File: src/rtl/cordic_pkg.sv
// Shared CORDIC constants: binary-angle atan table, gain inverse, quadrant angles, FSM encoding.
// Angles are 32-bit binary angles where 2^32 equals a full circle.
package cordic_pkg;

  localparam logic [15:0] KINV      = 16'h4DBA;
  localparam logic [31:0] ANGLE_90  = 32'h4000_0000;
  localparam logic [31:0] ANGLE_M90 = 32'hC000_0000;

  localparam logic [1:0] ST_IDLE   = 2'd0;
  localparam logic [1:0] ST_ROTATE = 2'd1;
  localparam logic [1:0] ST_SCALE  = 2'd2;

  typedef enum logic [1:0] {
    IDLE   = ST_IDLE,
    ROTATE = ST_ROTATE,
    SCALE  = ST_SCALE
  } state_t;

  // round(atan(2^-i) * 2^32 / (2*pi)) for i = 0..23
  function automatic logic [31:0] atan_lut(input logic [4:0] i);
    logic [31:0] a;
    case (i)
      5'd0:    a = 32'h2000_0000;
      5'd1:    a = 32'h12E4_051E;
      5'd2:    a = 32'h09FB_385B;
      5'd3:    a = 32'h0511_11D4;
      5'd4:    a = 32'h028B_0D43;
      5'd5:    a = 32'h0145_D7E1;
      5'd6:    a = 32'h00A2_F61E;
      5'd7:    a = 32'h0051_7C55;
      5'd8:    a = 32'h0028_BE53;
      5'd9:    a = 32'h0014_5F2F;
      5'd10:   a = 32'h000A_2F98;
      5'd11:   a = 32'h0005_17CC;
      5'd12:   a = 32'h0002_8BE6;
      5'd13:   a = 32'h0001_45F3;
      5'd14:   a = 32'h0000_A2FA;
      5'd15:   a = 32'h0000_517D;
      5'd16:   a = 32'h0000_28BE;
      5'd17:   a = 32'h0000_145F;
      5'd18:   a = 32'h0000_0A30;
      5'd19:   a = 32'h0000_0518;
      5'd20:   a = 32'h0000_028C;
      5'd21:   a = 32'h0000_0146;
      5'd22:   a = 32'h0000_00A3;
      5'd23:   a = 32'h0000_0051;
      default: a = 32'h0000_0000;
    endcase
    return a;
  endfunction

endpackage

File: src/rtl/cordic_microrot.sv
// One CORDIC micro-rotation, combinational; ccw=1 rotates +atan(2^-shift) (z decreases).
// No state, no backpressure; vectoring drives ccw from sign(y), rotation from sign(z).
module cordic_microrot #(
  parameter int W = 22
) (
  input  logic signed [W-1:0] x,
  input  logic signed [W-1:0] y,
  input  logic        [31:0]  z,
  input  logic        [4:0]   shift,
  input  logic                ccw,
  input  logic        [31:0]  atan,
  output logic signed [W-1:0] x_rot,
  output logic signed [W-1:0] y_rot,
  output logic        [31:0]  z_rot
);

  logic signed [W-1:0] xs;
  logic signed [W-1:0] ys;

  always_comb begin
    xs = x >>> shift;
    ys = y >>> shift;
    if (ccw) begin
      x_rot = x - ys;
      y_rot = y + xs;
      z_rot = z - atan;
    end else begin
      x_rot = x + ys;
      y_rot = y - xs;
      z_rot = z + atan;
    end
  end

endmodule

File: src/rtl/vectoring.sv
// CORDIC vectoring: {x,y} -> magnitude, atan2 angle; done ITERATIONS+1 edges after start.
// start is ignored while busy (no queuing); results hold until the next done pulse.
module vectoring
  import cordic_pkg::*;
#(
  parameter int ITERATIONS = 16,
  parameter int GUARD      = 4
) (
  input  logic        clock,
  input  logic        reset_n,
  input  logic        start,
  input  logic [31:0] vector_arg,
  output logic        busy,
  output logic        done,
  output logic [15:0] magnitude,
  output logic [31:0] angle
);

  localparam int W  = 18 + GUARD;
  localparam int P  = W + 17;
  localparam int SH = 15 + GUARD;
  localparam logic [4:0] LAST = 5'(ITERATIONS - 1);
  localparam logic signed [P-1:0] HALF = {{(P-SH){1'b0}}, 1'b1, {(SH-1){1'b0}}};

  state_t              state;
  logic [4:0]          cnt;
  logic signed [W-1:0] x, y;
  logic [31:0]         z;
  logic                zero_flag;

  logic signed [W-1:0] x_in, y_in, x_neg, y_neg, x_rot, y_rot;
  logic [31:0]         z_rot, atan_i;
  logic signed [P-1:0] prod, mag_q;
  logic [15:0]         mag_sat;

  // Two extra integer bits absorb the CORDIC gain times sqrt(2) and the -(-32768) case.
  assign x_in  = {{(W-16-GUARD){vector_arg[31]}}, vector_arg[31:16], {GUARD{1'b0}}};
  assign y_in  = {{(W-16-GUARD){vector_arg[15]}}, vector_arg[15:0], {GUARD{1'b0}}};
  assign x_neg = -x_in;
  assign y_neg = -y_in;

  assign atan_i = atan_lut(cnt);

  cordic_microrot #(.W(W)) u_microrot (
    .x     (x),
    .y     (y),
    .z     (z),
    .shift (cnt),
    .ccw   (y[W-1]),
    .atan  (atan_i),
    .x_rot (x_rot),
    .y_rot (y_rot),
    .z_rot (z_rot)
  );

  assign prod  = P'(x) * P'($signed({1'b0, KINV}));
  assign mag_q = (prod + HALF) >>> SH;

  always_comb begin
    mag_sat = mag_q[15:0];
    if (mag_q[P-1])
      mag_sat = 16'h0000;
    else if (|mag_q[P-2:16])
      mag_sat = 16'hFFFF;
  end

  always_ff @(posedge clock or negedge reset_n) begin
    if (!reset_n) begin
      state     <= IDLE;
      busy      <= 1'b0;
      done      <= 1'b0;
      magnitude <= '0;
      angle     <= '0;
      cnt       <= '0;
      x         <= '0;
      y         <= '0;
      z         <= '0;
      zero_flag <= 1'b0;
    end else begin
      done <= 1'b0;
      case (state)
        IDLE: begin
          if (start) begin
            // Pre-rotate left-half-plane inputs by +/-90 deg so iterations converge.
            if (!x_in[W-1]) begin
              x <= x_in;  y <= y_in;  z <= '0;
            end else if (!y_in[W-1]) begin
              x <= y_in;  y <= x_neg; z <= ANGLE_90;
            end else begin
              x <= y_neg; y <= x_in;  z <= ANGLE_M90;
            end
            zero_flag <= (vector_arg == 32'h0);
            cnt       <= '0;
            busy      <= 1'b1;
            state     <= ROTATE;
          end
        end
        ROTATE: begin
          x   <= x_rot;
          y   <= y_rot;
          z   <= z_rot;
          cnt <= cnt + 5'd1;
          if (cnt == LAST)
            state <= SCALE;
        end
        SCALE: begin
          magnitude <= zero_flag ? 16'h0000 : mag_sat;
          angle     <= zero_flag ? 32'h0    : z;
          done      <= 1'b1;
          busy      <= 1'b0;
          state     <= IDLE;
        end
        default: state <= IDLE;
      endcase
    end
  end

endmodule

File: config.mk
export PLATFORM = sky130hd
export DESIGN_NAME = vectoring
export DESIGN_NICKNAME = d
export VERILOG_FILES = /design/src/rtl/cordic_pkg.sv /design/src/rtl/cordic_microrot.sv /design/src/rtl/vectoring.sv
export SDC_FILE = /design/constraint.sdc
export NUM_CORES = 1
export LEC_CHECK = 0
export CAP_MARGIN = 20
export CORE_UTILIZATION = 30
export DETAILED_ROUTE_END_ITERATION = 10
export PLACE_DENSITY = 0.51
export SETUP_SLACK_MARGIN = 0.02
export SYNTH_ARGS = -nofsm -noshare
export SYNTH_HDL_FRONTEND = slang
export SYNTH_SLANG_ARGS = --single-unit
File: constraint.sdc
create_clock -name clock -period 9.1 [get_ports clock]
set_clock_uncertainty 0.05 [all_clocks]
set_input_delay 1.82 -clock clock [delete_from_list [all_inputs] [get_ports clock]]
set_output_delay 1.82 -clock clock [all_outputs]
set_load 0.01 [all_outputs]
## Yosys cells after proc, flatten, opt, wreduce, memory -nomap -nowiden

Memories as Yosys holds them, arrays and structs flattened.
Index checks and enable logic that the tools add are counted.

- Bits in registers: 134
- Memory bits (read-only): 960
- Word-level logic and storage cells: 65
- Memories kept: 1

- Add/sub/neg operators: 10
- $mul: 1
- Equal/unequal tests: 5
- Shift operators: 2
- Muxes and demuxes: 27
- Reduce and logical (&&, ||, !) cells: 9

Memory list:

| memory | words | bits a word | rd ports | clocked after memory_dff | write ports | RTL line | text |
|---|---|---|---|---|---|---|---|
| (name not given) | 32 | 30 | 1 | 0 | 0 | cordic_pkg.sv:22 | `case (i)` |

Operators with widths:

| operator | count |
|---|---|
| 2-to-1 mux 22 bit | 8 |
| 2-to-1 mux 32 bit | 5 |
| case mux 22 bit (2 select lines) | 2 |
| case mux 32 bit (2 select lines) | 1 |
| 2-to-1 mux 16 bit | 3 |
| adder 22 bit | 2 |
| negator 20 -> 22 bit | 2 |
| >>> shifter 22 x 5 -> 22 bit | 2 |
| subtractor 22 bit | 2 |
| adder 38 x 20 -> 39 bit (second input constant) | 1 |
| multiplier 22 x 15 -> 37 bit (second input constant) | 1 |
| adder 32 bit | 1 |
| zero test 32 bit | 1 |
| subtractor 32 bit | 1 |
| case mux 5 bit (2 select lines) | 1 |
| AND reduction 2 bit | 4 |
| adder 5 x 1 -> 5 bit (second input constant) | 1 |
| == test 5 x 4 -> 1 bit (second input constant) | 1 |
| 2-to-1 mux 5 bit | 1 |
| 2-to-1 mux 2 bit | 2 |
| != test 2 bit (second input constant) | 2 |
| case mux 2 bit (2 select lines) | 1 |
| nonzero test 2 bit | 2 |
| OR reduction 4 bit | 1 |
| other kinds (5) | 6 |

## Longest topological paths before layout

Gate-level depths: netlist (run 1).

- Depth after elaboration: 6
- Mapped depth: 26

## Modules after synthesis

From an unflattened synthesis (run 1), not the netlist that was laid out.

- Cell total of the unflattened synthesis: 2686
- Area, all modules: 22146.2 µm²

Modules (own cells, without submodules):

| module | times used | cells each | area each (µm²) | sequential area each (µm²) |
|---|---|---|---|---|
| vectoring | 1 | 1652 | 14442.6 | 3353.2 |
| cordic_microrot | 1 | 1034 | 7703.6 | 0.0 |

## Worst setup path before layout (run 1)

OpenSTA, ideal clock, no wires.

- Kind: register -> register
- Start: register x[21]
- End: register magnitude[15]
- Setup time: 0.139 ns
- Data arrival time: 6.753 ns
- Required time: 8.911 ns
- Path slack: 2.157 ns
- Cell stages (with the launch flop): 21
- Path buffers: 0
- Period minus slack after synthesis: 6.943 ns
- Cells stage by stage: dfrtp_1 ha_1 fa_1 inv_1 fa_1 fa_1 fa_1 inv_1 fa_1 inv_1 ha_1 and2_0 and3_2 and4_2 a311oi_2 xnor2_1 or4b_4 o31a_1 or4_1 a32oi_1 o21ai_1

- Longest elaborated chain between the ends: 6

Ends and longest elaborated chain:

| item | RTL line | text |
|---|---|---|
| from (decl) | vectoring.sv:27 | `logic signed [W-1:0] x, y;` |
| from (signal assigned) | vectoring.sv:99 | `x <= x_rot;` |
| multiplier 22 x 15 -> 37 bit (*) | vectoring.sv:56 | `assign prod = P'(x) * P'($signed({1'b0, KINV}));` |
| adder 38 x 20 -> 39 bit (*) | vectoring.sv:57 | `assign mag_q = (prod + HALF) >>> SH;` |
| OR reduction 4 bit | vectoring.sv:63 | `else if (\|mag_q[P-2:16])` |
| 2-to-1 mux 16 bit | vectoring.sv:63 |  |
| 2-to-1 mux 16 bit (*) | vectoring.sv:61 | `if (mag_q[P-1])` |
| 2-to-1 mux 16 bit (*) | vectoring.sv:107 | `magnitude <= zero_flag ? 16'h0000 : mag_sat;` |
| to (signal assigned) | vectoring.sv:107 |  |
| to (decl) | vectoring.sv:15 | `output logic [15:0] magnitude,` |

Every way passes the cells marked *; elsewhere a longest branch is shown, timed or not.
A chain may end at the register's enable or synchronous reset.

## Worst setup path after layout (run 1)

- Start: register x[9]
- End: register magnitude[3]

Same word-level chain as after synthesis.

==> results.json, run 1 <==
{
  "clk-insertion-delay-late_ns": 0.48,
  "crit_fanout": 17,
  "slowest_delay_ns": 0.68,
  "clock_sinks": 134,
  "synth_ff_type": "dfrtp_1",
  "grt-ovfl-total": 0,
  "grt_pass1_vias": 17900,
  "synth.distinct_cells": 101,
  "syn_inst": 2485,
  "vias": 18500,
  "max-cap-violations": 0,
  "io-pin-count": 85,
  "path_buf_inv": 3,
  "netlist_area_um2": 21200,
  "numCtsBuffers": 17,
  "ys_warn_count": 0,
  "synthTopCellsByCount": "ha_1, inv_1, nand2_1",
  "coreArea_um2": 70000,
  "clk_path_buf_depth": 2,
  "synth-async-reset-ratio_pct": 100,
  "viasPerCell": 5.35,
  "cts_hold_buf": 0,
  "cts_tree": "built",
  "tightest_slew_ns": 1.03,
  "root_buffer": "clkbuf_16",
  "violations": "DRC",
  "max-slew-margin-rel_pct": 31.5,
  "drc": 2,
  "setup_slack_ns": 1.35,
  "rows": 97,
  "report.final.slew_viol_count": 0,
  "dp_slack_ns": 1.46,
  "arrival_ns": 8.09,
  "grt_use_total_pct": 18.2,
  "firstDrtPassIters": 9,
  "outcome": "finished with violations",
  "drive_gt1_share_pct": 7.26,
  "worstPathRequired_ns": 9.45,
  "wl_per_cell_um": 18.6,
  "rsz0062_at_grt": "false",
  "die_y_um": 268,
  "period_needed_ns": 7.75,
  "num_antenna_cells": 0,
  "clkSlewWorstSetupHoldPaths_ns": 0.07,
  "hpwl_um": 50300,
  "ys_ff_latch": 134,
  "yosys.cell_count.top_type": "ha_1",
  "avgSynthCellArea_um2": 8.53,
  "netlist.area_leader.share_pct": 15.8,
  "antenna_found_initial": 0,
  "die_w_um": 268,
  "worstSetupPathType": "reg2reg",
  "dieArea_um2": 71800,
  "hold_class": "reg2reg",
  "finalNetCount": 2892,
  "max_freq_mhz": 129,
  "startpoint_type": "register",
  "htreeDepth": 4,
  "routabilityCongestion": 0.861,
  "cpMaxStageDelayCell": "dfrtp_1",
  "hold_viol": 0,
  "grt_max_degree": 85,
  "postCtsSetupRepairBufs": 0,
  "antenna_left": 0,
  "tns_ns": 0,
  "synth_top_area_cell": "dfrtp_1",
  "setup_viol": 0,
  "ys_seq_area_share_pct": 15.8,
  "crit_family": "adder cells",
  "worstPathCellList": "ha_1, xor2_1, ha_1, a21o_1, fa_1, fa_1, fa_1, inv_1, fa_1, inv_1, ha_1, nand4_1, a211oi_1, a221oi_4, a21oi_2, a21oi_1, xnor2_1, nand3_1, or4_4, o21ai_4, o31ai_2, buf_4, o21ai_2",
  "syn-num-nets": 2883,
  "initial_utilization_pct": 30.3,
  "period_share_pct": 85.1,
  "syn_to_final_growth_pct": 10.9,
  "synth_edf_count": 0,
  "yosys-top-cells-area": "dfrtp_1, ha_1, fa_1",
  "cts_resized": 0,
  "wl_um": 64200,
  "io_buffers": 84,
  "drt-initial-drc-count": 1381,
  "cpMostUsedCell": "fa_1",
  "worstSetupEndpointType": "register",
  "grt_pass1_wl_um": 102000
}
## path summary, 6_finish.rpt
kind / slack (ns) / to / depth (start not counted) / start
max: 1.35 / magnitude[3] / 23 / x[9]
min reg2reg: 0.42 / angle[9] / 2 / angle[9]
max in group asynchronous: 6.28 / cnt[2] / 2 / reset_n
min: 0.42 / angle[9] / 2 / angle[9]
min in group asynchronous: 1.35 / angle[15] / 1 / reset_n
max reg2reg: 1.35 / magnitude[3] / 23 / x[9]
## stage by stage
| step | instance area (um2) | std cells | utilization (%) | hold slack (ns) |
|---|---|---|---|---|
| after floorplan | 21200 | 2485 | - | 0.419 |
| after global placement | 22900 | 3415 | 32.7 | 0.411 |
| after detailed placement | 22900 | 3415 | 32.7 | 0.419 |
| after CTS | 23500 | 3447 | 33.6 | 0.435 |
| after global routing | 23500 | 3447 | 33.6 | 0.458 |
| final | 23500 | 3447 | 33.6 | 0.425 |
## registers in the layout, summed over array words and instances, names as in the netlist
name and flops:
angle 32, z 32, cnt 5, done 1
zero_flag 1, magnitude 16, y 22, busy 1
x 22, state 2
## worst min-delay path: stages (launching register included)
cell and delay (ns):
dfrtp_1 0.34, nand2_1 0.04, o21ai_0 0.05
## kinds of logic after synthesis
family | synth area share (%)
XOR/XNOR | 7.23
AO/OA/AOI/OAI | 21.0
buffers and inverters | 6.63
adder cells (fa/ha/maj) | 26.1
flip-flops | 15.8
multiplexers | 7.74
AND/OR/NAND/NOR | 15.5
## area by class of cell
cell class	count	area [um2]
timing repair buffer	108	1020
inverter	231	867
clock inverter	15	201
sequential	134	3360
clock buffer	17	425
fill	7241	46500
tap	940	1180
multi-input combinational	2002	16500
## placed cells by master (no fill, tap or decap), types with 10 or more instances in the layout
cell type        instances
a211oi_1                55
a31oi_1                 24
xnor2_1                 78
a21o_1                  52
a22oi_1                 20
nand3_1                 63
nand2b_1                45
xor2_1                  97
o21ai_0                169
o211ai_1                16
nand4_1                 15
and3_1                  13
nor3_1                  44
nor2b_1                 16
o21ai_2                 11
nand2_1                204
inv_1                  227
a21oi_1                163
mux2i_1                 29
mux4_2                  50
ha_1                   231
o31ai_1                 28
dfrtp_1                129
o21ai_1                 15
a21boi_0                20
nor2_1                 177
or3_1                   19
fa_1                   132
mux2_2                  19
o21a_1                  18
buf_4                   24
clkbuf_16               17
clkdlybuf4s50_1         82
o22ai_1                 10
## layer usage
metal  track usage [%]  vias up  part of all wire [%]
met3              3.22       64                   4.9
met5                 0        -                     0
met2              27.9      442                    45
met1              25.9     9041                    48
met4              5.30        0                   2.2
li1                  -     8906                     -
Power of run 1 is left out: the tool's default activity adds up to more than one toggle a clock period on the data nets, which glitch-free logic cannot reach.
==> run 2, diff against run 1 <==
--- a/config.mk
+++ b/config.mk
@@ -8,6 +8,7 @@
 export CAP_MARGIN = 20
 export CORE_UTILIZATION = 30
 export DETAILED_ROUTE_END_ITERATION = 10
+export MAX_ROUTING_LAYER = met4
 export PLACE_DENSITY = 0.51
 export SETUP_SLACK_MARGIN = 0.02
 export SYNTH_ARGS = -nofsm -noshare
==> run 2 against run 1 <==
The run still ends with DRC left; count of clock-buffer cells in the layout did not move; critical path depth unchanged; flip-flop and latch count is the same; wire length is 0.90% higher; critical endpoint is now magnitude[2]; highest routed layer unchanged.
==> results.json, run 2 (same netlist as run 1, synthesis figures left out) <==
{
  "outcome": "finished with violations",
  "violations": "DRC",
  "worstPathRequired_ns": 9.46,
  "numCtsBuffers": 17,
  "drive_gt1_share_pct": 7.26,
  "grt_max_degree": 87,
  "grt_pass1_vias": 18100,
  "hold_class": "reg2reg",
  "coreArea_um2": 70000,
  "use_met1_pct": 26.3,
  "worstSetupEndpointType": "register",
  "clk-insertion-delay-late_ns": 0.50,
  "antenna_left": 0,
  "gr-usage-met2_pct": 29.1,
  "period_share_pct": 85.1,
  "rows": 97,
  "wl_per_cell_um": 18.8,
  "worstSetupPathType": "reg2reg",
  "startpoint_type": "register",
  "viasPerCell": 5.39,
  "cpMostUsedCell": "fa_1",
  "crit_family": "adder cells",
  "hold_viol": 0,
  "cpMaxStageDelayCell": "or4_4",
  "clock_sinks": 134,
  "reg2reg_from": "x[13]",
  "finalNetCount": 2892,
  "routabilityCongestion": 0.877,
  "die_y_um": 268,
  "htreeDepth": 4,
  "startpoint": "x[13]",
  "r2r_cells": 23,
  "reg_top3": "angle x32, z x32",
  "dieArea_um2": 71800,
  "firstDrtPassIters": 10,
  "cts_tree": "built",
  "grt-busiest-layer": "met2",
  "drc": 4,
  "final_cell_mix": "ha_1, inv_1, nand2_1, nor2_1, o21ai_0",
  "postCtsSetupRepairBufs": 0,
  "worstPathCellList": "ha_1, inv_1, fa_1, inv_1, fa_1, fa_1, fa_1, inv_1, fa_1, inv_1, ha_1, nand2_1, a21oi_1, o31ai_1, a21oi_2, a21oi_1, xnor2_1, nand3_1, or4_4, o21ai_4, o31ai_2, buf_4, o21ai_1",
  "report.final.slew_viol_count": 0,
  "syn_to_final_growth_pct": 10.9,
  "drt-initial-drc-count": 1428,
  "grt_use_total_pct": 19.0,
  "hpwl_um": 50500,
  "layout_commonest_cell": "ha_1",
  "setup_viol": 0,
  "crit_fanout": 17,
  "period_needed_ns": 7.75,
  "holdPathEnd": "angle[9]",
  "tns_ns": 0,
  "rr_endpoint": "magnitude[2]",
  "slowest_delay_ns": 0.61,
  "wl_um": 64800,
  "root_buffer": "clkbuf_16",
  "whs_path_depth": 2,
  "clkSlewWorstSetupHoldPaths_ns": 0.07,
  "max-cap-violations": 0,
  "grt-ovfl-total": 0,
  "antenna_found_initial": 0,
  "io-pin-count": 85,
  "use_met3_pct": 2.08,
  "clk_path_buf_depth": 2,
  "hold_path_startpoint": "angle[9]",
  "max_freq_mhz": 129,
  "vias": 18600,
  "die_w_um": 268,
  "grt_pass1_wl_um": 103000,
  "max-slew-margin-rel_pct": 36.0,
  "io_buffers": 84,
  "rsz0062_at_grt": "false",
  "arrival_ns": 8.10,
  "initial_utilization_pct": 30.3,
  "r2r_slack_ns": 1.35,
  "cts_hold_buf": 0,
  "path_buf_inv": 5,
  "cts_resized": 0,
  "tightest_slew_ns": 0.959
}
==> run 2: final cells by class <==
cell class | instances | area, um2
Clock buffer | 17 | 425
Inverter | 231 | 867
Multi-Input combinational cell | 2002 | 16500
Tap cell | 940 | 1180
Clock inverter | 15 | 200
Timing Repair Buffer | 108 | 1020
Antenna cell | 1 | 2.50
Fill cell | 7277 | 46500
Sequential cell | 134 | 3360
==> run 2: through the flow <==
stage                     std cells  setup slack (ns)  utilization, %  hold WS (ns)  cell area [um2]
after floorplan                2485              2.16               -         0.419            21200
after global placement         3415              1.64            32.7         0.411            22900
after detailed placement       3415              1.37            32.7         0.420            22900
after CTS                      3447              1.35            33.6         0.436            23500
after global routing           3447             0.960            33.6         0.465            23500
final                          3448              1.35            33.6         0.426            23500
==> run 2: worst max path at each step <==
| stage | to | slack [ns] | cells after the start |
|---|---|---|---|
| detailed placement | magnitude[2] | 1.37 | 23 |
| CTS | magnitude[2] | 1.35 | 23 |
| global placement | magnitude[15] | 1.64 | 23 |
| global route | magnitude[14] | 0.96 | 23 |
| floorplan | magnitude[15] | 2.16 | 20 |
| finish | magnitude[2] | 1.35 | 23 |
==> run 2: worst register-to-register path: cells and delay by family, from the launching register on <==
| family | cells | cell delay, ns |
|---|---|---|
| buf+inv | 5 | 0.48 |
| fa+ha+maj | 7 | 3.49 |
| xor+xnor | 1 | 0.45 |
| simple gates | 3 | 0.94 |
| compound gates | 7 | 1.66 |
| flops | 1 | 0.60 |
==> run 2: routing by layer <==
layer  up-vias  wire (um)
li1       8890          -
met1      9166      31000
met2       469      29600
met3        64       2930
met4         0       1210
met5         -          0
Power of run 2 is left out for the same reason.
==> run 3, diff against run 2 <==
--- a/config.mk
+++ b/config.mk
@@ -6,7 +6,10 @@
 export NUM_CORES = 1
 export LEC_CHECK = 0
 export CAP_MARGIN = 20
+export CORE_ASPECT_RATIO = 0.7
+export CORE_MARGIN = 3
 export CORE_UTILIZATION = 30
+export CTS_CLUSTER_DIAMETER = 60
 export DETAILED_ROUTE_END_ITERATION = 10
 export MAX_ROUTING_LAYER = met4
 export PLACE_DENSITY = 0.51
==> run 3 against run 2 <==
Wire length increased by 5.1%; highest routed layer unchanged; design area decreased by 0.20%; critical path type unchanged; via count increased by 0.20%; the run now ends clean; global-route usage increased by 0.32 points; sequential share of layout area about the same.
==> results.json, run 3 (same netlist as run 1, synthesis figures left out) <==
{
  "grt_use_total_pct": 19.3,
  "io-pin-count": 85,
  "cts_hold_buf": 0,
  "cts_resized": 0,
  "num_antenna_cells": 0,
  "hold_viol": 0,
  "dp_slack_ns": 1.32,
  "grt_pass1_vias": 17800,
  "reg_top3": "angle x32, z x32",
  "numCtsBuffers": 17,
  "drc": 0,
  "period_needed_ns": 7.89,
  "drt-initial-drc-count": 1456,
  "htreeDepth": 4,
  "clkSlewWorstSetupHoldPaths_ns": 0.07,
  "die_y_um": 228,
  "routabilityCongestion": 0.911,
  "grt-ovfl-total": 0,
  "drive_gt1_share_pct": 7.29,
  "worstPathRequired_ns": 9.45,
  "crit_fanout": 17,
  "worstSetupEndpointType": "register",
  "rsz0062_at_grt": "false",
  "max_freq_mhz": 127,
  "rows": 80,
  "tns_ns": 0,
  "clock_sinks": 134,
  "grt_max_degree": 82,
  "startpoint_type": "register",
  "antenna_found_initial": 2,
  "initial_utilization_pct": 30.7,
  "syn_to_final_growth_pct": 10.7,
  "layout_commonest_cell": "ha_1",
  "io_buffers": 84,
  "hold_class": "reg2reg",
  "report.final.slew_viol_count": 0,
  "clk-insertion-delay-late_ns": 0.48,
  "grt_pass1_wl_um": 108000,
  "cts_tree": "built",
  "setup_slack_ns": 1.21,
  "firstDrtPassIters": 5,
  "max-cap-violations": 0,
  "arrival_ns": 8.24,
  "postCtsSetupRepairBufs": 0,
  "clk_path_buf_depth": 2,
  "die_w_um": 324,
  "final_cell_mix": "ha_1, inv_1, nand2_1, nor2_1, o21ai_0",
  "finalNetCount": 2895,
  "vias": 18600,
  "viasPerCell": 5.46,
  "outcome": "complete, no violations",
  "hpwl_um": 53600,
  "root_buffer": "clkbuf_16",
  "worstSetupPathType": "reg2reg",
  "wl_um": 68100,
  "wl_per_cell_um": 20.0,
  "dieArea_um2": 74000,
  "coreArea_um2": 69100,
  "period_share_pct": 86.7,
  "max-slew-margin-rel_pct": 31.5,
  "tightest_slew_ns": 1.02,
  "antenna_left": 0,
  "setup_viol": 0
}
==> run 3: cell types whose count changed in the layout (fill, tap and decap cells not counted), sizes merged <==
| cell | delta |
|---|---|
| buf | +2 |
| bufinv | +1 |
| clkbuf | +3 |
| clkinv | +1 |
| clkinvlp | +2 |
| diode | -1 |
| inv | -6 |
==> run 3: worst max-delay path: stages, from the launching register on <==
cell	delay [ns]
dfrtp_1	0.66
ha_1	0.40
xor2_1	0.20
ha_1	0.18
a21o_1	0.17
fa_1	0.51
fa_1	0.44
fa_1	0.54
inv_1	0.05
fa_1	0.52
inv_1	0.04
ha_1	0.33
a21oi_1	0.24
o221ai_2	0.18
a221oi_4	0.53
a211oi_1	0.24
o2111ai_1	0.43
a21boi_0	0.21
or3b_1	0.40
or4_4	0.47
o21ai_4	0.46
o31ai_2	0.13
buf_4	0.23
o21ai_1	0.16
==> run 3: worst paths after layout <==
path,start,endpoint,slack [ns],cells after the start
setup / recovery,x[8],magnitude[14],1.21,23
hold / removal,angle[10],angle[10],0.43,2
setup reg to reg,x[8],magnitude[14],1.21,23
hold reg to reg,angle[10],angle[10],0.43,2
max in group asynchronous,reset_n,cnt[2],6.13,2
min in group asynchronous,reset_n,magnitude[8],1.30,1
==> run 3: area by class of cell <==
type	count	area, um2
Tap cell	902	1130
Fill cell	7106	45600
Clock buffer	19	433
Clock inverter	13	173
Sequential cell	134	3360
Multi-Input combinational cell	2002	16500
Timing Repair Buffer	111	1040
Inverter	231	867
==> run 3: per-stage QoR <==
stage / cell area (um2) / util (%) / hold WS [ns] / std cells
floorplan: 21200 / - / 0.419 / 2485
global placement: 22900 / 33.1 / 0.413 / 3379
detailed placement: 22900 / 33.1 / 0.421 / 3379
CTS: 23500 / 34.0 / 0.435 / 3411
global route: 23500 / 34.0 / 0.448 / 3412
finish: 23500 / 34.0 / 0.427 / 3412
==> run 3: layer usage <==
metal  part of all wire (%)  GRT usage [%]
met5                      0              -
met3                    8.0           5.12
met2                     39           24.4
met1                     52           30.0
met4                    1.2           3.66
Power of run 3 is left out for the same reason.
